[config.mk]
export PLATFORM = sky130hd
export DESIGN_NAME = entropy_harvest_flat
export DESIGN_NICKNAME = d
export VERILOG_FILES = /design/src/rtl/entropy_harvest_pkg.sv /design/src/rtl/entropy_harvest_if.sv /design/src/rtl/entropy_harvest_vn_debias.sv /design/src/rtl/entropy_harvest.sv /design/src/flat_wrapper.sv
export SDC_FILE = /design/constraint.sdc
export NUM_CORES = 1
export LEC_CHECK = 0
export CORE_MARGIN = 4
export CORE_UTILIZATION = 51
export DETAILED_ROUTE_END_ITERATION = 8
export PLACE_DENSITY = 0.85
export SLEW_MARGIN = 10
export SYNTH_ARGS = -nofsm -noshare
export SYNTH_HDL_FRONTEND = slang
export SYNTH_HIERARCHICAL = 1
export SYNTH_SLANG_ARGS = --single-unit
export TNS_END_PERCENT = 10
[constraint.sdc]
create_clock -name clk -period 2.12 [get_ports clk]
set_clock_uncertainty 0.15 [all_clocks]
set_input_delay 0.212 -clock clk [delete_from_list [all_inputs] [get_ports clk]]
set_output_delay 0.212 -clock clk [all_outputs]
set_load 0.05 [all_outputs]
[src/rtl/entropy_harvest_pkg.sv]
// Shared constants and types for the entropy harvester: PRNG state width,
// health-test default and the von Neumann FSM state encoding.
package entropy_harvest_pkg;

   localparam int unsigned PRNG_STATE_BITS   = 32;
   localparam int unsigned REP_LIMIT_DEFAULT = 16;

   typedef enum logic {
      StIdle      = 1'b0,
      StHaveFirst = 1'b1
   } vn_state_e;

endpackage

[src/rtl/entropy_harvest_if.sv]
// Bundle of the harvester's noise, pool and health signals; the consumer side
// drives noise/controls (master), the harvester implements the slave side.
interface entropy_harvest_if #(
   parameter int unsigned NOISE_BITS = 8,
   parameter int unsigned POOL_BITS  = 32
);

   logic [NOISE_BITS-1:0] noise;
   logic                  enable;
   logic                  entropy;
   logic [POOL_BITS-1:0]  pool;
   logic                  pool_valid;
   logic                  pool_read;
   logic                  health_fail;
   logic                  health_clr;

   modport master (
      output noise, enable, pool_read, health_clr,
      input  entropy, pool, pool_valid, health_fail
   );

   modport slave (
      input  noise, enable, pool_read, health_clr,
      output entropy, pool, pool_valid, health_fail
   );

endinterface

[src/rtl/entropy_harvest_vn_debias.sv]
// Von Neumann extractor: pairs consecutive enabled raw samples and emits the
// first bit of each unequal pair as a one-cycle registered pulse.
module entropy_harvest_vn_debias
   import entropy_harvest_pkg::*;
(
   input  logic clk,
   input  logic rst_n,
   input  logic i_enable,
   input  logic i_raw,
   output logic o_bit,
   output logic o_bit_valid
);

   vn_state_e r_state;
   logic      r_first;
   logic      r_bit;
   logic      r_bit_valid;

   always_ff @(posedge clk or negedge rst_n) begin
      if (!rst_n) begin
         r_state     <= StIdle;
         r_first     <= 1'b0;
         r_bit       <= 1'b0;
         r_bit_valid <= 1'b0;
      end else begin
         r_bit_valid <= 1'b0;
         if (!i_enable) begin
            // Dropping enable abandons any half-collected pair.
            r_state <= StIdle;
         end else begin
            case (r_state)
               StIdle: begin
                  r_first <= i_raw;
                  r_state <= StHaveFirst;
               end
               StHaveFirst: begin
                  if (i_raw != r_first) begin
                     r_bit       <= r_first;
                     r_bit_valid <= 1'b1;
                  end
                  r_state <= StIdle;
               end
               default: r_state <= StIdle;
            endcase
         end
      end
   end

   assign o_bit       = r_bit;
   assign o_bit_valid = r_bit_valid;

endmodule

[src/rtl/entropy_harvest.sv]
// Entropy harvester: synchronizes noise, debiases its parity, fills a reseed
// pool and blocks output when a repetition-count health test trips.
module entropy_harvest
   import entropy_harvest_pkg::*;
#(
   parameter int unsigned NOISE_BITS = 8,
   parameter int unsigned POOL_BITS  = PRNG_STATE_BITS,
   parameter int unsigned REP_LIMIT  = REP_LIMIT_DEFAULT
) (
   input  logic              clk,
   input  logic              rst_n,
   entropy_harvest_if.slave  bus
);

   localparam int unsigned RunW  = $clog2(REP_LIMIT + 1);
   localparam int unsigned FillW = $clog2(POOL_BITS + 1);

   logic [NOISE_BITS-1:0] r_sync1;
   logic [NOISE_BITS-1:0] r_sync2;
   logic [RunW-1:0]       r_run;
   logic                  r_last;
   logic                  r_fail;
   logic [FillW-1:0]      r_fill;
   logic [POOL_BITS-1:0]  r_pool;

   logic                  w_raw;
   logic                  w_bit;
   logic                  w_bit_valid;
   logic                  w_produce;
   logic                  w_full;
   logic                  w_read;
   logic                  w_hit;
   logic [RunW-1:0]       w_run_next;

   assign w_raw = ^r_sync2;

   entropy_harvest_vn_debias u_vn_debias (
      .clk         (clk),
      .rst_n       (rst_n),
      .i_enable    (bus.enable),
      .i_raw       (w_raw),
      .o_bit       (w_bit),
      .o_bit_valid (w_bit_valid)
   );

   // A zero run means no sample yet since reset/enable, so the next one starts a run of 1.
   always_comb begin
      w_run_next = RunW'(1);
      if (r_run != '0 && w_raw == r_last) begin
         w_run_next = (r_run == RunW'(REP_LIMIT)) ? r_run : r_run + RunW'(1);
      end
   end

   assign w_hit     = bus.enable & (w_run_next == RunW'(REP_LIMIT));
   assign w_full    = (r_fill == FillW'(POOL_BITS));
   assign w_produce = w_bit_valid & ~r_fail;
   assign w_read    = bus.pool_read & w_full & ~r_fail;

   always_ff @(posedge clk or negedge rst_n) begin
      if (!rst_n) begin
         r_sync1 <= '0;
         r_sync2 <= '0;
         r_run   <= '0;
         r_last  <= 1'b0;
         r_fail  <= 1'b0;
         r_fill  <= '0;
         r_pool  <= '0;
      end else begin
         r_sync1 <= bus.noise;
         r_sync2 <= r_sync1;
         if (bus.enable) begin
            r_run  <= w_run_next;
            r_last <= w_raw;
         end else begin
            r_run  <= '0;
         end
         // A fresh limit hit outranks a simultaneous clear.
         r_fail <= w_hit | (r_fail & ~bus.health_clr);
         if (w_read) begin
            r_fill <= w_produce ? FillW'(1) : '0;
         end else if (w_produce && !w_full) begin
            r_fill <= r_fill + FillW'(1);
         end
         if (w_produce) begin
            r_pool <= {r_pool[POOL_BITS-2:0], w_bit};
         end
      end
   end

   assign bus.entropy     = w_bit_valid & w_bit & ~r_fail;
   assign bus.pool        = r_pool;
   assign bus.pool_valid  = w_full;
   assign bus.health_fail = r_fail;

endmodule

[src/flat_wrapper.sv]
// flat-port wrapper written by rule: the top's interface ports become plain ports
module entropy_harvest_flat import entropy_harvest_pkg::*;
#(
   parameter int unsigned NOISE_BITS = 8,
   parameter int unsigned POOL_BITS  = PRNG_STATE_BITS,
   parameter int unsigned REP_LIMIT  = REP_LIMIT_DEFAULT
)
  (clk, rst_n, bus_noise, bus_enable, bus_pool_read, bus_health_clr, bus_entropy, bus_pool, bus_pool_valid, bus_health_fail);
  entropy_harvest_if #(.NOISE_BITS(NOISE_BITS), .POOL_BITS(POOL_BITS)) bus_i ();
  input  logic clk;
  input  logic rst_n;
  input wire logic [$bits(bus_i.noise)-1:0] bus_noise;
  input wire logic [$bits(bus_i.enable)-1:0] bus_enable;
  input wire logic [$bits(bus_i.pool_read)-1:0] bus_pool_read;
  input wire logic [$bits(bus_i.health_clr)-1:0] bus_health_clr;
  output wire logic [$bits(bus_i.entropy)-1:0] bus_entropy;
  output wire logic [$bits(bus_i.pool)-1:0] bus_pool;
  output wire logic [$bits(bus_i.pool_valid)-1:0] bus_pool_valid;
  output wire logic [$bits(bus_i.health_fail)-1:0] bus_health_fail;
  assign bus_i.noise = bus_noise;
  assign bus_i.enable = bus_enable;
  assign bus_i.pool_read = bus_pool_read;
  assign bus_i.health_clr = bus_health_clr;
  assign bus_entropy = bus_i.entropy;
  assign bus_pool = bus_i.pool;
  assign bus_pool_valid = bus_i.pool_valid;
  assign bus_health_fail = bus_i.health_fail;
  entropy_harvest #(.NOISE_BITS(NOISE_BITS), .POOL_BITS(POOL_BITS), .REP_LIMIT(REP_LIMIT)) u_core (.clk(clk), .rst_n(rst_n), .bus(bus_i));
endmodule
==> impl_metrics.tcl, run 1 <==
set metrics [dict create \
    clock-sinks 65 \
    slew_headroom_pct 65.1 \
    critPathBufInv 1 \
    drtPass1Iterations 4 \
    cts-root-buf "clkbuf_8" \
    clockBufferDepth 2 \
    path_max_fanout 5 \
    ys_ff_latch 65 \
    period_minus_slack_ns 2.00 \
    cts_tree "yes" \
    drive_gt1_share_pct 26.6 \
    die_area_mm2 0.00621 \
    grt_pass1_wl_um 7250 \
    cap_violations 0 \
    crit_family "simple AND/OR/NAND/NOR gates" \
    portBuffers 47 \
    powerDensity_mw_per_mm2 993 \
    ys_top_cells_by_count "65 x dfrtp_1, 33 x mux2_2, 9 x inv_1" \
    worst_pin_slew_ns 0.522 \
    startpoint_type "flop" \
    timing.rr.start "u_core/r_run[0]$_DFF_PN0_" \
    post-route-util_pct 69.8 \
    synth_area_leaders "dfrtp_1 64%, mux2_2 15%, xnor2_1 2.7%, ha_1 2.0%, inv_1 1.3%" \
    synth_area_mm2 0.00255 \
    ir_worst_vdd_mv 1.11 \
    rsz0062_at_grt "true" \
    vias 1499 \
    synth_edf_count 0 \
    grt_remaining_overflow 0 \
    cp_cell_sequence "inv_1 -> ha_1 -> or3b_2 -> nor3b_2 -> a21oi_1 -> o41ai_2" \
    synthCells 176 \
    min_path_type "primary input to flop" \
    hold_start "bus_noise[3]" \
    detail_route.wl_per_cell_um 13.7 \
    die_x_um 78.8 \
    synth_top_area_share_pct 63.7 \
    postSynthAreaPerCell_um2 14.5 \
    outcome "completed" \
    fin_nets 250 \
    track_usage_pct 15.3 \
    cp-end-kind "flop" \
    fmax_ghz 0.499 \
    ys_seq_area_share_pct 63.7 \
    whs_ns 0.177 \
    fin_tns_setup_ns 0 \
    pre_cts_ws_ns 0.0390 \
    antennaDiodeCount 0 \
    fin_crit_sh_pct 94.5 \
    hold_viol 0 \
    p_total_mw 3.32 \
    dpl_cell_area_mm2 0.00315 \
    grt_pass1_vias 1562 \
    grt_max_degree 46 \
    wl_um 4170 \
    setup_viol 0 \
    ys_warn_count 6 \
    instances_no_fill 304 \
    post-route-drc-count 0 \
    critPathSlowestCell "or3b_2" \
    clock_latency_ns 0.32 \
    fin_area_mm2 0.00334 \
    coreArea_mm2 0.00479 \
    async_flop_share_pct 100 \
    yosysTopAreaCell "dfrtp_1" \
    synth_top_flop_cell "dfrtp_1" \
    initial_core_util_pct 53.4 \
    leakagePower_nw 1.54 \
    clkSlewWorstSetupHoldPaths_ns 0.07 \
    cts_setup_buffers 0 \
    place_congestion 0.836 \
    syn-num-nets 193 \
    synth_most_common_cell "dfrtp_1" \
    crit_required_ns 2.20 \
    drtIter0Drc 69 \
    worstSetupPathType "flop to flop" \
    arrival_ns 2.08 \
    drv_slew 0 \
    ys_types 37 \
    fp.dieH_um 78.8 \
    place_inst 288 \
    syn_to_final_growth_pct 30.7 \
    hpwl_um 2820 \
    worst_slack_ns 0.117 \
    ant_nets 0 \
    avgViaCountPerCell 4.93 \
    critPathMaxStageDelay_ns 0.50 \
    cts-htree-levels 3 \
    numCtsBuffers 9 \
    antenna_found_initial 0 \
    num_rows 25 \
    io_pins 48 \
    cp-startpoint "u_core/r_run[0]$_DFF_PN0_" \
]
-- timing repair --
item	4_1_cts	5_1_grt
resized for setup	1	3
endpoints found under the hold margin	20	0
hold buffers	1	0
pin swaps	0	1
setup endpoints to repair	1	2
-- power by group --
group / total [mW] / internal, mW / leakage [nW] / switching [mW]
Combinational: 0.897 / 0.411 / 0.616 / 0.485
Sequential: 1.55 / 1.40 / 0.844 / 0.150
Clock: 0.866 / 0.446 / 0.0822 / 0.420
Total: 3.32 / 2.26 / 1.54 / 1.06
-- cell usage in the layout (no fill, tap or decap), types with 3 or more instances in the layout --
cell type	count
inv_1	8
buf_12	4
clkbuf_8	10
a21oi_1	4
xnor2_1	8
o21ai_0	5
mux2_2	33
clkdlybuf4s50_1	44
nand2b_1	4
xor2_1	3
ha_1	4
dfrtp_1	65
nand2_1	6
-- path summary, 6_finish.rpt --
path | cells after the start | to | slack [ns]
worst min-delay path | 1 | u_core/r_sync1[3]$_DFF_PN0_ | 0.18
worst max register to register | 6 | u_core/bus.health_fail$_DFF_PN0_ | 0.12
worst max-delay path | 6 | u_core/bus.health_fail$_DFF_PN0_ | 0.12
min in group asynchronous | 2 | u_core/bus.pool[18]$_DFFE_PN0P_ | 0.22
worst min register to register | 0 | u_core/r_sync2[7]$_DFF_PN0_ | 0.20
max in group asynchronous | 3 | u_core/r_sync2[0]$_DFF_PN0_ | 1.00
-- area by class of cell --
class | count | area, µm²
multi-input combinational | 98 | 897
timing repair buffer | 50 | 536
sequential | 65 | 1630
clock buffer | 12 | 145
fill | 337 | 1450
inverter | 9 | 33.8
clock inverter | 3 | 17.5
tap | 67 | 83.8
-- layer usage --
metal  global-route usage (%)  up-vias  routed length, µm
li1                         -      721                  -
met1                     19.8      730               1890
met2                     23.1       40               2020
met3                     4.20        8                199
met4                     8.74        0                 64
met5                        0        -                  0
-- cell families (layout without fill, tap and decap cells) --
| group | count (synthesis) | in the layout | synth area share (%) |
|---|---|---|---|
| AOI/OAI and AO/OA | 19 | 19 | 5.04 |
| DFF | 65 | 65 | 63.7 |
| muxes | 35 | 35 | 15.5 |
| and+or+nand+nor | 28 | 28 | 6.95 |
| xor gates and xnor gates | 12 | 12 | 4.75 |
| adders and majority gates | 4 | 4 | 1.96 |
| buffers and inverters | 13 | 74 | 2.11 |
-- sequential cells by signal, indices dropped and copies added (netlist names) --
name,flops
u_core/bus.pool,32
u_core/r_sync1,8
u_core/r_sync2,8
u_core/r_fill,6
u_core/r_run,5
u_core/bus.health_fail,1
u_core/r_last,1
u_core/u_vn_debias/o_bit,1
u_core/u_vn_debias/o_bit_valid,1
u_core/u_vn_debias/r_first,1
u_core/u_vn_debias/r_state,1
(Power assumes the default switching activity.)
==> inputs of run 2 (changes only) <==
==> constraint.sdc (replaced) <==
create_clock -name clk -period 2.1 [get_ports clk]
set_clock_uncertainty 0.15 [all_clocks]
set_input_delay 0.63 -clock clk [delete_from_list [all_inputs] [get_ports clk]]
set_output_delay 0.63 -clock clk [all_outputs]
set_load 0.05 [all_outputs]
==> impl_metrics.tcl, run 2 (synthesis results as in run 1) <==
set metrics [dict create \
    num_rows 25 \
    hpwl_um 3110 \
    die_x_um 78.8 \
    grt_max_degree 37 \
    rsz0062_at_grt "true" \
    period_minus_slack_ns 2.22 \
    cts-htree-levels 3 \
    cts-root-buf "clkbuf_8" \
    ant_nets 0 \
    arrival_ns 1.44 \
    leakagePower_nw 1.68 \
    hold_buffers 0 \
    initial_core_util_pct 53.4 \
    cpMostUsedCell "inv_2" \
    slew_headroom_pct 67.0 \
    grt_pass1_vias 1670 \
    cts_tree "yes" \
    powerDensity_mw_per_mm2 1070 \
    final_common_cell "dfrtp_1" \
    critPathSlowestCell "dfrtp_1" \
    cp.depth 6 \
    path_max_fanout 2 \
    critPathMaxStageDelay_ns 0.38 \
    outcome "finished with violations" \
    startpoint_type "flop" \
    crit_family "flip-flops" \
    fin_tns_setup_ns -0.123 \
    crit_required_ns 1.32 \
    cp_cell_sequence "inv_2 -> ha_4 -> nor4bb_4 -> nand2_1 -> inv_2 -> buf_12" \
    largest_reg_flops 32 \
    vias 1571 \
    r2r_slack_ns 0.21 \
    fin_nets 259 \
    worstSetupPathType "flop to output port" \
    grt_pass1_wl_um 7660 \
    antennaDiodeCount 0 \
    fin_crit_sh_pct 106 \
    fmax_ghz 0.450 \
    io_pins 48 \
    post-route-drc-count 0 \
    drtIter0Drc 52 \
    cp-startpoint "u_core/r_fill[0]$_DFFE_PN0P_" \
    timing.rr.start "u_core/r_sync2[3]$_DFF_PN0_" \
    worst_slack_ns -0.123 \
    setup_viol 1 \
    die_area_mm2 0.00621 \
    drtPass1Iterations 4 \
    layout_common_cells "63 x dfrtp_1, 42 x buf_4, 33 x mux2_2, 12 x clkbuf_8, 11 x clkdlybuf4s50_1" \
    track_usage_pct 16.5 \
    numCtsBuffers 9 \
    clock-sinks 65 \
    timing.rr.end "u_core/bus.health_fail$_DFF_PN0_" \
    ir_worst_vdd_mv 1.03 \
    critPathBufInv 3 \
    reg2reg_depth 4 \
    antenna_found_initial 0 \
    detail_route.wl_per_cell_um 14.3 \
    portBuffers 47 \
    place_congestion 0.845 \
    fin_area_mm2 0.00340 \
    place_inst 292 \
    drive_gt1_share_pct 45.7 \
    cap_violations 0 \
    clockBufferDepth 2 \
    worst_pin_slew_ns 0.495 \
    min_path_type "primary input to asynchronous set/reset pin" \
    post-route-util_pct 71.0 \
    clkSlewWorstSetupHoldPaths_ns 0.07 \
    violations "negative setup slack" \
    wl_um 4480 \
    coreArea_mm2 0.00479 \
    hold_viol 0 \
    grt_remaining_overflow 0 \
    drv_slew 0 \
    syn_to_final_growth_pct 33.1 \
    clock_latency_ns 0.33 \
    cp-end-kind "output port" \
    avgViaCountPerCell 5.00 \
    fp.dieH_um 78.8 \
    dpl_cell_area_mm2 0.00311 \
    crit_end "bus_pool_valid" \
    pre_cts_ws_ns -0.0289 \
    instances_no_fill 314 \
]
[run 2: worst min path at each step]
| stage | start | to | slack [ns] | depth (start not counted) |
|---|---|---|---|---|
| after global routing | rst_n | u_core/r_fill[4]$_DFFE_PN0P_ | 0.13 | 1 |
| after CTS | rst_n | u_core/bus.pool[14]$_DFFE_PN0P_ | 0.11 | 1 |
| final | rst_n | u_core/bus.pool[14]$_DFFE_PN0P_ | 0.11 | 1 |
| after detailed placement | u_core/r_sync1[7]$_DFF_PN0_ | u_core/r_sync2[7]$_DFF_PN0_ | 0.18 | 0 |
| after global placement | u_core/r_sync1[2]$_DFF_PN0_ | u_core/r_sync2[2]$_DFF_PN0_ | 0.18 | 0 |
| after floorplan | rst_n | u_core/bus.health_fail$_DFF_PN0_ | 0.18 | 0 |
[run 2: worst register-to-register path: stages, from the launching register on]
cell	delay, ns
dfrtp_1	0.38
xnor2_1	0.14
xnor2_1	0.31
xor3_2	0.48
o41ai_2	0.34
[run 2: per-stage QoR]
step / power [mW] / hold WS, ns
after global routing: 3.84 / 0.129
after CTS: 3.66 / 0.111
after global placement: 2.45 / 0.183
after detailed placement: 2.48 / 0.185
after floorplan: 2.17 / 0.181
final: 3.65 / 0.107
[run 2: layout make-up]
| class | instances | area (µm²) |
|---|---|---|
| clock buffer | 14 | 173 |
| clock inverter | 2 | 35.0 |
| fill | 338 | 1390 |
| inverter | 9 | 33.8 |
| multi-input combinational | 98 | 915 |
| sequential | 65 | 1630 |
| tap | 67 | 83.8 |
| timing repair buffer | 59 | 531 |
[run 2: what timing repair did]
item,4_1_cts,5_1_grt
pin swaps,1,2
setup endpoints to repair,1,2
resized for setup,8,2
buffers inserted,5,1
[run 2: where the power goes]
group          leakage (nW)  switching [mW]  internal, mW
sequential            0.841           0.154          1.42
clock                 0.107           0.423         0.645
combinational         0.730           0.536         0.470
[run 2: metal layers]
layer	GRT usage [%]	vias up	wire, µm
met5	0	-	0
met3	3.97	10	193
met1	19.6	779	1800
met4	9.97	0	118
met2	27.1	37	2370
li1	-	745	-
==> inputs of run 3 (changes only) <==
ABC_AREA = 1   (was not set)
==> impl_metrics.tcl, run 3 <==
set metrics [dict create \
    clkSlewWorstSetupHoldPaths_ns 0.07 \
    async_flop_share_pct 100 \
    rsz0062_at_grt "true" \
    synth_top_area_share_pct 60.4 \
    initial_core_util_pct 52.7 \
    drive_gt1_share_pct 22.2 \
    drtPass1Iterations 4 \
    syn_to_final_growth_pct 28.3 \
    post-route-util_pct 67.6 \
    grt_max_degree 66 \
    syn-num-nets 325 \
    postSynthAreaPerCell_um2 8.74 \
    cts-htree-levels 3 \
    slew_headroom_pct 77.8 \
    reg2reg_depth 11 \
    ant_nets 0 \
    cts_tree "yes" \
    outcome "completed" \
    grt_pass1_vias 2150 \
    clock-sinks 65 \
    hold_buffers 0 \
    die_area_mm2 0.00651 \
    ys_warn_count 6 \
    vias 2123 \
    antennaDiodeCount 0 \
    antenna_found_initial 0 \
    place_congestion 0.856 \
    clockBufferDepth 2 \
    startpoint_type "flop" \
    cts-root-buf "clkbuf_8" \
    hold_viol 0 \
    hpwl_um 3670 \
    synth_area_mm2 0.00269 \
    io_pins 48 \
    ys_ff_latch 65 \
    powerDensity_mw_per_mm2 907 \
    leakagePower_nw 1.91 \
    yosysTopAreaCell "dfrtp_1" \
    track_usage_pct 18.7 \
    crit_required_ns 1.32 \
    layout_common_cells "138 x nand2_1, 64 x dfrtp_1, 42 x buf_4, 31 x inv_1, 14 x o21ai_0" \
    p_total_mw 3.13 \
    synth_top_flop_cell "dfrtp_1" \
    setup_viol 0 \
    cp-end-kind "output port" \
    numCtsBuffers 9 \
    drv_slew 0 \
    worst_pin_slew_ns 0.333 \
    synth_area_leaders "dfrtp_1 60%, nand2_1 19%, inv_1 4.7%, o21ai_0 2.6%, ha_1 1.9%" \
    ir_worst_vdd_mv 0.703 \
    ys_seq_area_share_pct 60.4 \
    synth_most_common_cell "nand2_1" \
    worstSetupPathType "flop to output port" \
    min_path_type "primary input to asynchronous set/reset pin" \
    synthCells 308 \
    num_rows 26 \
    drtIter0Drc 213 \
    path_max_fanout 2 \
    fp.dieH_um 80.7 \
    largest_reg_flops 32 \
    arrival_ns 1.30 \
    ys_types 22 \
    wl_um 5320 \
    fin_nets 387 \
    cap_violations 0 \
    grt_remaining_overflow 0 \
    detail_route.wl_per_cell_um 12.0 \
    die_x_um 80.7 \
    ys_top_cells_by_count "139 x nand2_1, 65 x dfrtp_1, 34 x inv_1" \
    avgViaCountPerCell 4.78 \
    clock_latency_ns 0.33 \
    fin_crit_sh_pct 98.9 \
    grt_pass1_wl_um 9230 \
    synth_edf_count 0 \
    period_minus_slack_ns 2.08 \
    portBuffers 47 \
    fmax_ghz 0.482 \
    post-route-drc-count 0 \
    coreArea_mm2 0.00511 \
    final_common_cell "nand2_1" \
]
run 3: cell count changes after synthesis, moves of 3 or more:
cell,previous run,this run
o21ai_0,5,14
buf_2,4,0
mux2_2,33,0
xnor2_1,8,1
nand2_2,1,7
nand3_1,2,8
nor2_2,0,3
nor2_1,2,7
nand2b_1,4,0
clkbuf_1,0,6
inv_1,9,34
nand2_1,6,139
run 3: path summary, 6_finish.rpt:
check	from	endpoint	slack (ns)
hold / removal	rst_n	u_core/r_sync2[5]$_DFF_PN0_	0.16
max in group asynchronous	rst_n	u_core/bus.health_fail$_DFF_PN0_	1.36
setup / recovery	u_core/r_fill[0]$_DFFE_PN0P_	bus_pool_valid	0.02
hold reg to reg	u_core/r_sync1[6]$_DFF_PN0_	u_core/r_sync2[6]$_DFF_PN0_	0.20
min in group clk	u_core/r_sync1[6]$_DFF_PN0_	u_core/r_sync2[6]$_DFF_PN0_	0.20
setup reg to reg	u_core/r_fill[0]$_DFFE_PN0P_	u_core/r_fill[3]$_DFFE_PN0P_	0.36
run 3: area by class of cell:
cell class,instances,area [µm²]
repair buffers,57,490
well taps,70,87.6
inverters,36,135
fillers,413,1650
multi-input cells,201,918
clock buffers,12,155
clock inverters,3,40.0
flip-flops and latches,65,1630
run 3: where the power goes:
group	leakage [nW]	internal (mW)	switching [mW]
clock	0.102	0.603	0.437
combinational	0.957	0.228	0.395
sequential	0.850	1.37	0.0975
run 3: what timing repair did:
item,CTS,global route
endpoints found under the hold margin,0,0
setup buffers,5,1
gates resized for setup,2,2
setup endpoints to repair,1,2
pin swaps,1,0
run 3: critical path: stages, from the launching register on:
cell,delay (ns)
dfrtp_1,0.39
inv_2,0.06
ha_1,0.13
inv_1,0.04
nor2_2,0.08
nand2_2,0.06
inv_2,0.08
buf_12,0.13
run 3: layer usage:
layer  GRT usage, %  up-vias  share of wire [%]
met5              0        -                  0
met4           9.63        0                1.7
met3           5.16       10                6.4
met2           30.9       56                 50
met1           22.3     1002                 41
li1               -     1055                  -
run 3: metrics by stage:
stage	setup WS, ns	hold slack (ns)	cell area [µm²]	instances	TNS [ns]
CTS	0.00558	0.159	3440	443	0
finish	0.0233	0.156	3450	444	0
floorplan	0.0179	0.181	2700	308	0
detailed placement	0.116	0.186	3210	423	0
global route	-0.0588	0.170	3450	444	-0.0588
global placement	0.147	0.183	3210	423	0
run 3: cell families after synthesis:
logic type	Yosys count	share of synthesized area, %
buffers and inverters	42	5.85
xor gates and xnor gates	4	1.30
and+or+nand+nor	175	27.1
AOI/OAI and AO/OA	18	3.49
adders and majority gates	4	1.86
DFF	65	60.4
